### src/rtl/uart_rx_frame.sv
// UART receiver with 2-FF input synchroniser, three-sample majority voting,
// parity/framing/overrun flags and a valid/ack output holding register.
module uart_rx_frame #(
   parameter int CLKS_PER_BIT = 10417,
   parameter int DATA_BITS    = 8,
   parameter int PARITY       = 0,
   parameter int STOP_BITS    = 1
) (
   input  logic                 clk,
   input  logic                 rst,
   input  logic                 serial_in,
   output logic [DATA_BITS-1:0] data,
   output logic                 drdy,
   input  logic                 data_ack,
   output logic                 parity_err,
   output logic                 frame_err,
   output logic                 overrun,
   output logic                 busy
);

   localparam int CW  = $clog2(CLKS_PER_BIT);
   localparam int MID = CLKS_PER_BIT / 2;
   localparam logic [CW-1:0] CNT_LAST = CW'(CLKS_PER_BIT - 1);
   localparam logic [CW-1:0] CNT_S0   = CW'(MID - 1);
   localparam logic [CW-1:0] CNT_S1   = CW'(MID);
   localparam logic [CW-1:0] CNT_S2   = CW'(MID + 1);
   localparam logic          ODD_EXP  = (PARITY == 1);

   typedef enum logic [2:0] {
      S_IDLE, S_START, S_DATA, S_PAR, S_STOP, S_DELIVER, S_BRK
   } state_t;

   state_t                 state, state_n;
   logic                   sync1, rx_s, rx_prev;
   logic [CW-1:0]          cnt;
   logic                   s0, s1, vote, at_vote, counting;
   logic [3:0]             bit_idx;
   logic [DATA_BITS-1:0]   shreg;
   logic                   par_bit, ferr, perr_c;

   // Third sample is the live rx_s on the vote cycle itself.
   assign vote     = (s0 & s1) | (s0 & rx_s) | (s1 & rx_s);
   assign counting = (state == S_START) || (state == S_DATA) ||
                     (state == S_PAR)   || (state == S_STOP);
   assign at_vote  = counting && (cnt == CNT_S2);
   assign perr_c   = (PARITY != 0) && ((^shreg ^ par_bit) != ODD_EXP);
   assign busy     = (state != S_IDLE);

   always_ff @(posedge clk or posedge rst) begin
      if (rst) state <= S_IDLE;
      else     state <= state_n;
   end

   always_comb begin
      state_n = state;
      unique case (state)
         S_IDLE:    if (rx_prev && !rx_s) state_n = S_START;
         S_START:   if (at_vote) state_n = vote ? S_IDLE : S_DATA;
         S_DATA:    if (at_vote && bit_idx == 4'(DATA_BITS - 1))
                       state_n = (PARITY != 0) ? S_PAR : S_STOP;
         S_PAR:     if (at_vote) state_n = S_STOP;
         S_STOP:    if (at_vote && bit_idx == 4'(STOP_BITS - 1)) state_n = S_DELIVER;
         S_DELIVER: state_n = rx_s ? S_IDLE : S_BRK;
         S_BRK:     if (rx_s) state_n = S_IDLE;
         default:   state_n = S_IDLE;
      endcase
   end

   always_ff @(posedge clk or posedge rst) begin
      if (rst) begin
         sync1   <= 1'b1;
         rx_s    <= 1'b1;
         rx_prev <= 1'b1;
         cnt     <= '0;
         s0      <= 1'b1;
         s1      <= 1'b1;
         bit_idx <= '0;
         shreg   <= '0;
         par_bit <= 1'b0;
         ferr    <= 1'b0;
      end else begin
         sync1   <= serial_in;
         rx_s    <= sync1;
         rx_prev <= rx_s;
         if (!counting)             cnt <= '0;
         else if (cnt == CNT_LAST)  cnt <= '0;
         else                       cnt <= cnt + CW'(1);
         if (cnt == CNT_S0) s0 <= rx_s;
         if (cnt == CNT_S1) s1 <= rx_s;
         // Bit index restarts on every state change so it serves DATA and STOP.
         if (state_n != state) bit_idx <= '0;
         else if (at_vote)     bit_idx <= bit_idx + 4'd1;
         if (state == S_START) ferr <= 1'b0;
         if (at_vote) begin
            case (state)
               S_DATA:  shreg   <= {vote, shreg[DATA_BITS-1:1]};
               S_PAR:   par_bit <= vote;
               S_STOP:  ferr    <= ferr | ~vote;
               default: ;
            endcase
         end
      end
   end

   always_ff @(posedge clk or posedge rst) begin
      if (rst) begin
         data       <= '0;
         drdy       <= 1'b0;
         parity_err <= 1'b0;
         frame_err  <= 1'b0;
         overrun    <= 1'b0;
      end else if (state == S_DELIVER) begin
         if (!drdy || data_ack) begin
            data       <= shreg;
            parity_err <= perr_c;
            frame_err  <= ferr;
            drdy       <= 1'b1;
            overrun    <= 1'b0;
         end else begin
            overrun <= 1'b1;
         end
      end else if (drdy && data_ack) begin
         drdy    <= 1'b0;
         overrun <= 1'b0;
      end
   end

endmodule

### config.mk
export PLATFORM = sky130hd
export DESIGN_NAME = uart_rx_frame
export DESIGN_NICKNAME = d
export VERILOG_FILES = /design/src/rtl/uart_rx_frame.sv
export SDC_FILE = /design/constraint.sdc
export NUM_CORES = 1
export LEC_CHECK = 0
export BUFFER_PORTS_ARGS = -buffer_cell sky130_fd_sc_hd__buf_2
export CAP_MARGIN = 10
export CELL_PAD_IN_SITES_DETAIL_PLACEMENT = 0
export CELL_PAD_IN_SITES_GLOBAL_PLACEMENT = 1
export CORE_MARGIN = 2
export CORE_UTILIZATION = 48
export DETAILED_ROUTE_END_ITERATION = 6
export PLACE_DENSITY = 0.88
export SLEW_MARGIN = 10
export SYNTH_ARGS = -nofsm -noshare
export SYNTH_HDL_FRONTEND = slang
export SYNTH_SLANG_ARGS = --single-unit
### constraint.sdc
create_clock -name clk -period 2.4 [get_ports clk]
set_input_delay 0.36 -clock clk [delete_from_list [all_inputs] [get_ports clk]]
set_output_delay 0.36 -clock clk [all_outputs]
set_load 0.01 [all_outputs]
### After elaboration in Yosys (flattened, before gate mapping)

Cells that the tools add are included.

| storage, ports and cells | value |
|---|---|
| register bits after elaboration | 46 |
| bits of input ports | 4 |
| output and inout bits | 13 |

| operators by class | value |
|---|---|
| $add $sub $neg | 2 |
| eq/ne operators | 13 |
| multiplexer cells | 21 |
| bitwise gates (word level) | 7 |
| reductions and logical operators | 19 |

Operators with widths:

| operator | number |
|---|---|
| == test 14 x 13 -> 1 bit, second input constant | 3 |
| two-way mux 14 bit | 2 |
| two-way mux 3 bit | 7 |
| case mux 3 bit (7 select lines) | 1 |
| adder 14 x 1 -> 14 bit, second input constant | 1 |
| == test 14 bit, second input constant | 1 |
| == test 3 bit, second input constant | 3 |
| two-way mux 1 bit | 8 |
| two-way mux 4 bit | 2 |
| == test 3 x 2 -> 1 bit, second input constant | 2 |
| AND reduction 2 bit | 3 |
| logical AND 1 bit | 5 |
| adder 4 x 1 -> 4 bit, second input constant | 1 |
| == test 4 x 3 -> 1 bit, second input constant | 1 |
| logical NOT 4 bit | 1 |
| logical OR 1 bit | 4 |
| nonzero test 2 bit | 2 |
| bitwise AND 1 bit | 3 |
| == test 3 x 1 -> 1 bit, second input constant | 1 |
| logical NOT 3 bit | 1 |
| != test 3 bit | 1 |
| OR 1 bit | 3 |
| nonzero test 3 bit | 1 |
| logical NOT 1 bit | 2 |
| 3 further kinds | 3 |

### Depth between registers and ports, before layout

Gate-level depths: netlist of the first run.

| depth | value |
|---|---|
| depth after elaboration | 10 |
| depth in mapped cells | 6 |
| gate-level depth less buffers | 6 |

### Worst setup path before layout of the first run

Ideal clock, no wire load.

| path | value |
|---|---|
| kind | reg-to-reg |
| from | reg cnt[1] |
| to | reg shreg[0] |
| library setup time | 0.128 ns |
| arrival time | 1.560 ns |
| required time | 2.272 ns |
| slack | 0.712 ns |
| cell stages (with the launch flop) | 7 |
| buffers on the path | 0 |
| cells stage by stage | dfrtp_1 -> inv_1 -> ha_1 -> nand3b_4 -> nor4_4 -> nand3_4 -> mux2_1 |

| on the way | value |
|---|---|
| longest elaborated chain between the ends | 3 |

Ends and longest elaborated chain:

| what | line | text |
|---|---|---|
| from (decl) | 35 | `logic [CW-1:0] cnt;` |
| from (signal assigned) | 87 | `else cnt <= cnt + CW'(1);` |
| == test 14 x 13 -> 1 bit | 45 | `assign at_vote = counting && (cnt == CNT_S2);` |
| logical AND 1 bit | 45 |  |
| AND reduction 2 bit (no source line) | -- |  |
| to (signal assigned) | 96 | `S_DATA: shreg <= {vote, shreg[DATA_BITS-1:1]};` |
| to (decl) | 38 | `logic [DATA_BITS-1:0] shreg;` |

Every way passes these cells.
A chain may end at the register's enable or synchronous reset.

### Final worst setup path of the first run

| path | value |
|---|---|
| from | reg cnt[6] |
| to | reg cnt[10] |

| on the way | value |
|---|---|
| longest elaborated chain between the ends | 3 |
| elaborated cells on any way between the ends | 4 |
| those cells by class | 1 x add/sub; 1 x eq/ne; 2 x mux |

Ends and longest elaborated chain:

| what | line | text |
|---|---|---|
| adder 14 x 1 -> 14 bit / == test 14 bit (equally long branches) | 87, 86 |  |
| two-way mux 14 bit * | 86 | `else if (cnt == CNT_LAST) cnt <= '0;` |
| two-way mux 14 bit * | 85 | `if (!counting) cnt <= '0;` |

Every way passes the cells marked *; elsewhere a longest branch is shown, timed or not.

==> impl_metrics.csv, run 1 <==
group,metric,value,unit
outcome,status,"complete, no violations",
min_path,hp-class,"in2async",
setup_path,ordered_cell_list_for_the_critical_path,"nor4b_1 > nand4b_1 > o31ai_2 > nor2_1",
logic_synthesis,synth_most_common_cell,"sky130_fd_sc_hd__dfrtp_1",
route,route.detailed.drc,0,
floorplanning,start_util,49.3,%
setup_path,timing.critical_path.arrival,2160,ps
setup_path,startpoint_type,"register",
sta,slew_violations,0,
finish,area_of_all_sequential_standard_cells,1160,µm²
sta,worst_hold_slack,85.6,ps
pwr,power.leakage,0.00120,µW
setup_path,worst-r2r-setup-slack,390,ps
placement,post_dp_area,2420,µm²
clock_tree,htree_levels,2,
clock_tree,cts_setup_buffers,0,
route,drt_pass1_iterations,4,
route,route.detailed.vias_per_inst,5.56,
clock_tree,tritoncts,"yes",
grt,first_global_vias,1416,
logic_synthesis,yosysSeqAreaShare,50.4,%
setup_path,critical_path.endpoint_type,"register",
sta,final_period_minus_worst_setup_slack,2010,ps
logic_synthesis,synth_cell_count_leaders,"sky130_fd_sc_hd__dfrtp_1, sky130_fd_sc_hd__mux2_2, sky130_fd_sc_hd__nor2_1, sky130_fd_sc_hd__o21ai_0",
clock_tree,hold_buffers,0,
clock_tree,postCtsResizedCells,0,
route,route.vias.total,1534,
floorplanning,design.core.area,4660,µm²
finish,antennaDiodeCount,0,
route,wl_per_cell,14.0,µm
logic_synthesis,synth_warnings,0,
finish,layout.cell_area.non_filler,2530,µm²
sta,final_clock_period_utilization_by_the_worst_path,83.8,%
grt,gr-usage-all-layers,15.9,%
placement,globalplace.congestion,0.859,
sta,worst-slew-pin-transition,939,ps
sta,final.setup.tns,0,ps
setup_path,regToRegEndpoint,"cnt[10]",
setup_path,cp.required,2550,ps
grt,global_route_congestion_overflow_total,0,
setup_path,worst_stage_delay_on_the_critical_path,810,ps
floorplanning,dieWidth,73.2,µm
placement,dpl.hpwl,2.77,mm
clock_tree,max-clock-path-buffers,2,
logic_synthesis,synthArstFlopShare,100,%
setup_path,cp_max_fo,14,
setup_path,setup.worst_path.class,"reg2reg",
route,drt_first_iter_violations,80,
pwr,power_density,669,nW/µm²
logic_synthesis,synth.largest_area_cell,"sky130_fd_sc_hd__dfrtp_1",
floorplanning,io-pin-count,17,
clock_tree,clock-root-buffer,"sky130_fd_sc_hd__clkbuf_8",
floorplanning,dieArea,5360,µm²
sta,slew-limit-headroom,37.0,%
finish,area_of_the_multi_input_gates,1060,µm²
sta,rsz0062_at_grt,"no",
sta,clock_skew,7.18,ps
logic_synthesis,synth-edff-count,0,
finish,drive_gt1_share,25.2,%
logic_synthesis,synth-main-ff-cell,"sky130_fd_sc_hd__dfrtp_1",
logic_synthesis,postSynthRegisterBits,46,
logic_synthesis,synthesized_area_divided_by_synthesized_cell_count,11.2,µm²
logic_synthesis,post-synth-top-area-fraction,44.6,%
logic_synthesis,dominant_cells_by_area_after_synthesis,"sky130_fd_sc_hd__dfrtp_1, sky130_fd_sc_hd__mux2_2, sky130_fd_sc_hd__dfstp_2",
grt,antenna_violations_before_repair,0,
floorplanning,chipHeight,73.2,µm
setup_path,regToRegStartpoint,"cnt[6]",
clock_tree,cts_made_buffers,5,
pwr,max-vdd-ir-drop,0.510,mV
setup_path,worst_reg2reg_path_depth,4,
logic_synthesis,post_synth_inst_count,205,
pwr,report.power.total,1690,µW
logic_synthesis,synth_area,2300,µm²
placement,numPlacedInstances,268,
sta,timing_hold_violations_final,0,
finish,area_growth_syn_to_layout,10.0,%
logic_synthesis,yosys.cell_types.count,42,
logic_synthesis,net_count_synth,214,
floorplanning,rows,25,
setup_path,cpMaxStageDelayCell,"sky130_fd_sc_hd__o31ai_2",
clock_tree,worst_skew_pair_latency,300,ps
finish,finish.cell_count_without_fillers,276,
run,maxCapViolations,0,
finish,num-fill-cells,417,
sta,setup_violators_final,0,
route,ant_nets,0,
grt,grt_max_degree,26,
placement,quantity_of_i_o_buffers_inserted_on_ports,15,
route,total_detailed_routing_wirelength,3.86,mm
finish,final_nets,230,
grt,grt_first_pass_wirelength,6.63,mm
sta,max_clock_freq,497,MHz
clock_tree,path_clk_slew,80,ps
clock_tree,clock_sink_count,46,
layout by cell type (no fill, tap or decap), drive strengths merged, types with 5 or more instances in the layout:
cell    Yosys  final
dfrtp      41     41
mux2       18     18
buf         5     18
nor2       14     14
o21ai      13     13
nand3      12     12
nand2      11     11
xor2       11     11
a21oi       9      9
inv         9      9
nand4b      6      6
clkbuf      4      6
ha          5      5
dfstp       5      5
critical path: cells and delay by family (launching register included):
family	cells	cell delay, ps
compound gates	1	810
flops	1	460
simple gates	3	590
where the power goes:
part / switching (µW) / internal (µW) / total [µW]
clock network: 250 / 310 / 561
registers: 65.3 / 823 / 889
logic: 140 / 102 / 241
total: 455 / 1240 / 1690
sequential cells by signal, indices dropped and copies added, names as in the netlist:
signal,cells
state,3
rx_s,1
ferr,1
sync1,1
data,8
cnt,14
frame_err,1
s1,1
rx_prev,1
s0,1
drdy,1
shreg,8
bit_idx,4
overrun,1
worst max path at each step:
| stage | from | to | slack, ps | cells after the start |
|---|---|---|---|---|
| detailed placement | cnt[6] | cnt[10] | 370 | 4 |
| global route | cnt[6] | cnt[10] | 190 | 4 |
| CTS | cnt[6] | cnt[10] | 350 | 4 |
| floorplan | cnt[1] | shreg[0] | 710 | 6 |
| finish | cnt[6] | cnt[10] | 390 | 4 |
| global placement | cnt[6] | cnt[2] | 450 | 4 |
layout make-up:
type                    count  share of cell area [%]
flip-flops and latches     46                    45.8
multi-input cells         141                    42.0
repair buffers             18                    3.86
clock buffers               6                    2.87
well taps                  54                    2.67
clock inverters             2                    1.48
inverters                   9                    1.34
per-layer routing:
metal	part of all wire (%)	up-vias	global-route usage [%]
met2	47	14	24.2
met4	1.1	0	4.73
met1	49	758	22.1
li1	-	757	-
met3	2.7	5	4.83
met5	0	-	0
logic make-up (layout without fill, tap and decap cells):
logic type / count (synthesis) / in the layout / share of synthesized area [%]
buffers and inverters: 18 / 35 / 3.43
muxes: 20 / 20 / 9.69
adders and majority gates: 5 / 5 / 2.72
AOI/OAI and AO/OA: 30 / 30 / 7.68
xor gates and xnor gates: 12 / 12 / 4.57
other: 1 / 1 / 0.163
and+or+nand+nor: 73 / 73 / 21.4
DFF: 46 / 46 / 50.4
through the flow:
step	worst slack, ps	utilization, %
2_1_floorplan	712	-
3_3_place_gp	448	51.9
3_5_place_dp	367	51.9
4_1_cts	355	54.3
5_1_grt	191	54.3
6_report	388	54.3
(Power assumes the default switching activity.)
==> run 2: changes to the inputs <==
==> constraint.sdc (replaced) <==
create_clock -name clk -period 2.1 [get_ports clk]
set_input_delay 0.315 -clock clk [delete_from_list [all_inputs] [get_ports clk]]
set_output_delay 0.315 -clock clk [all_outputs]
set_load 0.01 [all_outputs]
==> impl_metrics.csv, run 2 (same netlist as run 1, synthesis figures left out) <==
group,metric,value,unit
outcome,status,"complete, no violations",
clock_tree,path_clk_slew,90,ps
grt,antenna_violations_before_repair,0,
floorplanning,io-pin-count,17,
sta,final_clock_period_utilization_by_the_worst_path,91.4,%
sta,setup_violators_final,0,
pwr,report.power.total,1960,µW
route,route.vias.total,1596,
clock_tree,worst_skew_pair_latency,300,ps
finish,largest_register_ff_count,14,
grt,global_route_congestion_overflow_total,0,
floorplanning,rows,25,
floorplanning,dieArea,5360,µm²
floorplanning,chipHeight,73.2,µm
sta,rsz0062_at_grt,"no",
setup_path,timing.critical_path.arrival,2100,ps
clock_tree,tritoncts,"yes",
grt,gr-usage-all-layers,16.7,%
finish,layout_top_registers,"cnt x14, data x8, shreg x8",
min_path,hp-class,"in2reg",
placement,quantity_of_i_o_buffers_inserted_on_ports,15,
sta,max_clock_freq,521,MHz
route,route.detailed.vias_per_inst,5.68,
placement,numPlacedInstances,273,
route,drt_pass1_iterations,4,
clock_tree,max-clock-path-buffers,2,
pwr,max-vdd-ir-drop,0.805,mV
floorplanning,start_util,49.3,%
grt,grt_max_degree,37,
sta,final_period_minus_worst_setup_slack,1920,ps
run,maxCapViolations,0,
finish,largest-register,"cnt",
finish,area_growth_syn_to_layout,12.0,%
setup_path,critical_path.endpoint_type,"register",
setup_path,cp_max_fo,8,
clock_tree,clock_sink_count,46,
clock_tree,postCtsResizedCells,0,
route,ant_nets,0,
clock_tree,hold_buffers,0,
sta,worst-slew-pin-transition,750,ps
grt,grt_first_pass_wirelength,6.83,mm
pwr,power_density,761,nW/µm²
finish,antennaDiodeCount,0,
route,total_detailed_routing_wirelength,4.14,mm
route,route.detailed.drc,0,
clock_tree,cts_made_buffers,5,
setup_path,startpoint_type,"register",
finish,finish.cell_count_without_fillers,281,
sta,timing_hold_violations_final,0,
sta,worst_hold_slack,110,ps
placement,dpl.hpwl,2.98,mm
finish,layout.cells.most_common_list,"sky130_fd_sc_hd__dfrtp_1, sky130_fd_sc_hd__mux2_2, sky130_fd_sc_hd__buf_2, sky130_fd_sc_hd__nor2_1, sky130_fd_sc_hd__o21ai_0",
route,drt_first_iter_violations,91,
route,wl_per_cell,14.7,µm
placement,globalplace.congestion,0.818,
setup_path,cp.required,2290,ps
pwr,power.leakage,0.00123,µW
finish,final_nets,235,
floorplanning,dieWidth,73.2,µm
sta,slew-limit-headroom,49.9,%
finish,drive_gt1_share,26.9,%
finish,layout_commonest_cell,"sky130_fd_sc_hd__dfrtp_1",
clock_tree,htree_levels,2,
sta,clock_skew,8.02,ps
sta,final.setup.tns,0,ps
setup_path,setup.worst_path.class,"reg2reg",
clock_tree,clock-root-buffer,"sky130_fd_sc_hd__clkbuf_8",
clock_tree,cts_setup_buffers,0,
grt,first_global_vias,1416,
sta,slew_violations,0,
floorplanning,design.core.area,4660,µm²
## run 2: changes by cell type in the layout (fill, tap and decap cells not counted)
cell                      delta
sky130_fd_sc_hd__o31ai_4     +1
sky130_fd_sc_hd__o31ai_2     -1
sky130_fd_sc_hd__buf_4       +5
## run 2: routing by layer
layer | part of all wire (%) | global-route usage (%) | vias up
met5 | 0 | 0 | -
met4 | 1.0 | 5.56 | 0
met3 | 2.8 | 3.87 | 4
met2 | 48 | 24.5 | 22
met1 | 48 | 24.3 | 802
li1 | - | - | 768
## run 2: area by class of cell
cell class | count | area (µm²)
tap | 54 | 67.6
fill | 406 | 2090
clock buffer | 6 | 72.6
clock inverter | 2 | 37.5
timing repair buffer | 23 | 135
multi-input combinational | 141 | 1070
sequential | 46 | 1160
inverter | 9 | 33.8
## run 2: stage by stage
step | setup WS (ps) | area, µm² | util [%]
global route | 19.5 | 2570 | 55.2
global placement | 184 | 2460 | 52.7
CTS | 80.5 | 2570 | 55.1
detailed placement | 94.1 | 2460 | 52.7
floorplan | 412 | 2300 | -
finish | 181 | 2570 | 55.2
## run 2: final timing paths
check / startpoint / end / slack, ps / depth (start not counted)
max in group asynchronous: rst / cnt[5] / 1350 / 3
min in group asynchronous: rst / data[5] / 150 / 2
worst max-delay path: cnt[7] / shreg[0] / 180 / 4
worst max register to register: cnt[7] / shreg[0] / 180 / 4
worst min register to register: sync1 / rx_s / 360 / 0
worst min-delay path: serial_in / sync1 / 110 / 1
## run 2: critical path, stage by stage, from the launching register on
cell,delay (ps)
sky130_fd_sc_hd__dfrtp_1,440
sky130_fd_sc_hd__nand4bb_1,380
sky130_fd_sc_hd__nor4_4,430
sky130_fd_sc_hd__nand3_4,200
sky130_fd_sc_hd__mux2_1,360
## run 2: where the power goes
part	total [µW]	switching (µW)	leakage, µW	internal [µW]
registers	1010	70.9	0.000613	941
clock network	651	296	0.0000514	355
logic	296	174	0.000565	122
==> run 3: changes to the inputs <==
--- a/config.mk
+++ b/config.mk
@@ -12,7 +12,7 @@
 export CORE_MARGIN = 2
 export CORE_UTILIZATION = 48
 export DETAILED_ROUTE_END_ITERATION = 6
-export PLACE_DENSITY = 0.88
+export PLACE_DENSITY = 0.77
 export SLEW_MARGIN = 10
 export SYNTH_ARGS = -nofsm -noshare
 export SYNTH_HDL_FRONTEND = slang
==> impl_metrics.csv, run 3 (same netlist as run 1, synthesis figures left out) <==
group,metric,value,unit
route,drt_first_iter_violations,112,
sta,worst-slew-pin-transition,580,ps
pwr,report.power.total,1860,µW
route,ant_nets,0,
min_path,worst_hold_path.endpoint,"sync1",
grt,first_global_vias,1640,
floorplanning,dieWidth,73.2,µm
min_path,timing.hold.worst_path_depth,1,
finish,antennaDiodeCount,0,
floorplanning,dieArea,5360,µm²
finish,layout_commonest_cell,"sky130_fd_sc_hd__dfrtp_1",
finish,largest-register,"cnt",
finish,layout_top_registers,"cnt x14, data x8, shreg x8",
placement,place_ws,58.1,ps
clock_tree,clock_sink_count,46,
min_path,worstHoldStart,"serial_in",
run,maxCapViolations,0,
placement,quantity_of_i_o_buffers_inserted_on_ports,15,
placement,dpl.hpwl,3.09,mm
clock_tree,max-clock-path-buffers,2,
route,route.detailed.vias_per_inst,5.77,
setup_path,cp.required,2300,ps
sta,setup_violators_final,0,
floorplanning,chipHeight,73.2,µm
finish,largest_register_ff_count,14,
finish,final_nets,230,
grt,grt_first_pass_wirelength,7.40,mm
route,total_detailed_routing_wirelength,4.49,mm
sta,worst_slack,135,ps
route,drt_pass1_iterations,6,
route,detail_route.wirelength.met1,1.93,mm
finish,area_growth_syn_to_layout,9.96,%
clock_tree,htree_levels,2,
placement,globalplace.congestion,0.788,
clock_tree,path_clk_slew,90,ps
grt,gr-usage-all-layers,18.0,%
setup_path,worst_reg2reg_path_depth,6,
pwr,power.leakage,0.00119,µW
sta,timing_hold_violations_final,0,
clock_tree,cts_setup_buffers,0,
route,route.detailed.drc,0,
clock_tree,hold_buffers,0,
route,route.vias.total,1593,
sta,slew-limit-headroom,61.3,%
setup_path,timing.critical_path.arrival,2160,ps
clock_tree,clock-root-buffer,"sky130_fd_sc_hd__clkbuf_8",
floorplanning,design.core.area,4660,µm²
setup_path,startpoint_type,"register",
grt,global_route_congestion_overflow_total,0,
sta,final_period_minus_worst_setup_slack,1970,ps
outcome,status,"complete, no violations",
pwr,max-vdd-ir-drop,0.512,mV
clock_tree,cts_made_buffers,5,
setup_path,regToRegEndpoint,"shreg[1]",
setup_path,critical_path.endpoint_type,"register",
sta,final_clock_period_utilization_by_the_worst_path,93.6,%
placement,post_dp_area,2420,µm²
route,wl_per_cell,16.3,µm
clock_tree,worst_skew_pair_latency,300,ps
sta,slew_violations,0,
route,met2RoutedLength,2.37,mm
sta,final.setup.tns,0,ps
floorplanning,io-pin-count,17,
sta,max_clock_freq,509,MHz
clock_tree,tritoncts,"yes",
setup_path,cp_max_fo,8,
route,met3RoutedLength,146,µm
grt,grt_max_degree,47,
grt,antenna_violations_before_repair,0,
setup_path,worst-r2r-setup-slack,130,ps
pwr,power_density,737,nW/µm²
finish,num-fill-cells,405,
route,highest-signal-layer,"met4",
finish,drive_gt1_share,25.2,%
floorplanning,start_util,49.3,%
sta,rsz0062_at_grt,"no",
setup_path,setup.worst_path.class,"reg2reg",
min_path,hp-class,"in2reg",
sta,clock_skew,6.36,ps
setup_path,regToRegStartpoint,"cnt[1]",
finish,layout.cell_area.non_filler,2530,µm²
floorplanning,rows,25,
finish,layout.cells.most_common_list,"sky130_fd_sc_hd__dfrtp_1, sky130_fd_sc_hd__mux2_2, sky130_fd_sc_hd__buf_2, sky130_fd_sc_hd__nor2_1, sky130_fd_sc_hd__o21ai_0",
## run 3: cell type report
| cell class | count | area [µm²] | share of cell area (%) |
|---|---|---|---|
| Sequential cell | 46 | 1160 | 45.8 |
| Multi-Input combinational cell | 141 | 1080 | 42.7 |
| Timing Repair Buffer | 18 | 97.6 | 3.86 |
| Clock buffer | 5 | 68.8 | 2.72 |
| Tap cell | 54 | 67.6 | 2.67 |
| Inverter | 9 | 33.8 | 1.34 |
| Clock inverter | 3 | 23.8 | 0.941 |
## run 3: how the worst max path moves through the flow
stage / from / endpoint / slack, ps / depth (start not counted)
5_1_grt: cnt[7] / shreg[1] / 20 / 4
6_report: cnt[1] / shreg[1] / 130 / 6
4_1_cts: cnt[6] / cnt[12] / 50 / 4
3_5_place_dp: cnt[6] / cnt[2] / 60 / 4
2_1_floorplan: cnt[1] / shreg[0] / 410 / 6
3_3_place_gp: cnt[6] / cnt[11] / 150 / 4
## run 3: where the power goes
| part | internal, µW | leakage, µW | switching, µW | total, µW |
|---|---|---|---|---|
| clock | 238 | 0.0000408 | 323 | 561 |
| sequential | 941 | 0.000613 | 76.1 | 1020 |
| combinational | 117 | 0.000539 | 168 | 286 |
## run 3: routing by layer
metal | vias up | track usage (%)
met2 | 27 | 31.4
met1 | 808 | 21.2
met3 | 7 | 3.31
met5 | - | 0
met4 | 0 | 8.23
li1 | 751 | -
## run 3: timing repair
action | 4_1_cts | 5_1_grt
gates resized for setup | 0 | 2
hold endpoints to repair | 0 | 0
endpoints found under the setup margin | 0 | 23
## run 3: worst max-delay path, stage by stage (launching register included)
cell and delay [ps]:
sky130_fd_sc_hd__dfrtp_1 420, sky130_fd_sc_hd__inv_1 90, sky130_fd_sc_hd__ha_1 190, sky130_fd_sc_hd__nand3b_4 110, sky130_fd_sc_hd__nor4_4 470, sky130_fd_sc_hd__nand3_4 210
sky130_fd_sc_hd__mux2_1 360
## run 3: metrics by stage
| stage | std cells | utilization, % | hold slack (ps) |
|---|---|---|---|
| 2_1_floorplan | 205 | - | 319 |
| 5_1_grt | 276 | 54.2 | 110 |
| 3_3_place_gp | 268 | 51.9 | 346 |
| 6_report | 276 | 54.2 | 113 |
| 4_1_cts | 276 | 53.9 | 110 |
| 3_5_place_dp | 268 | 51.9 | 350 |
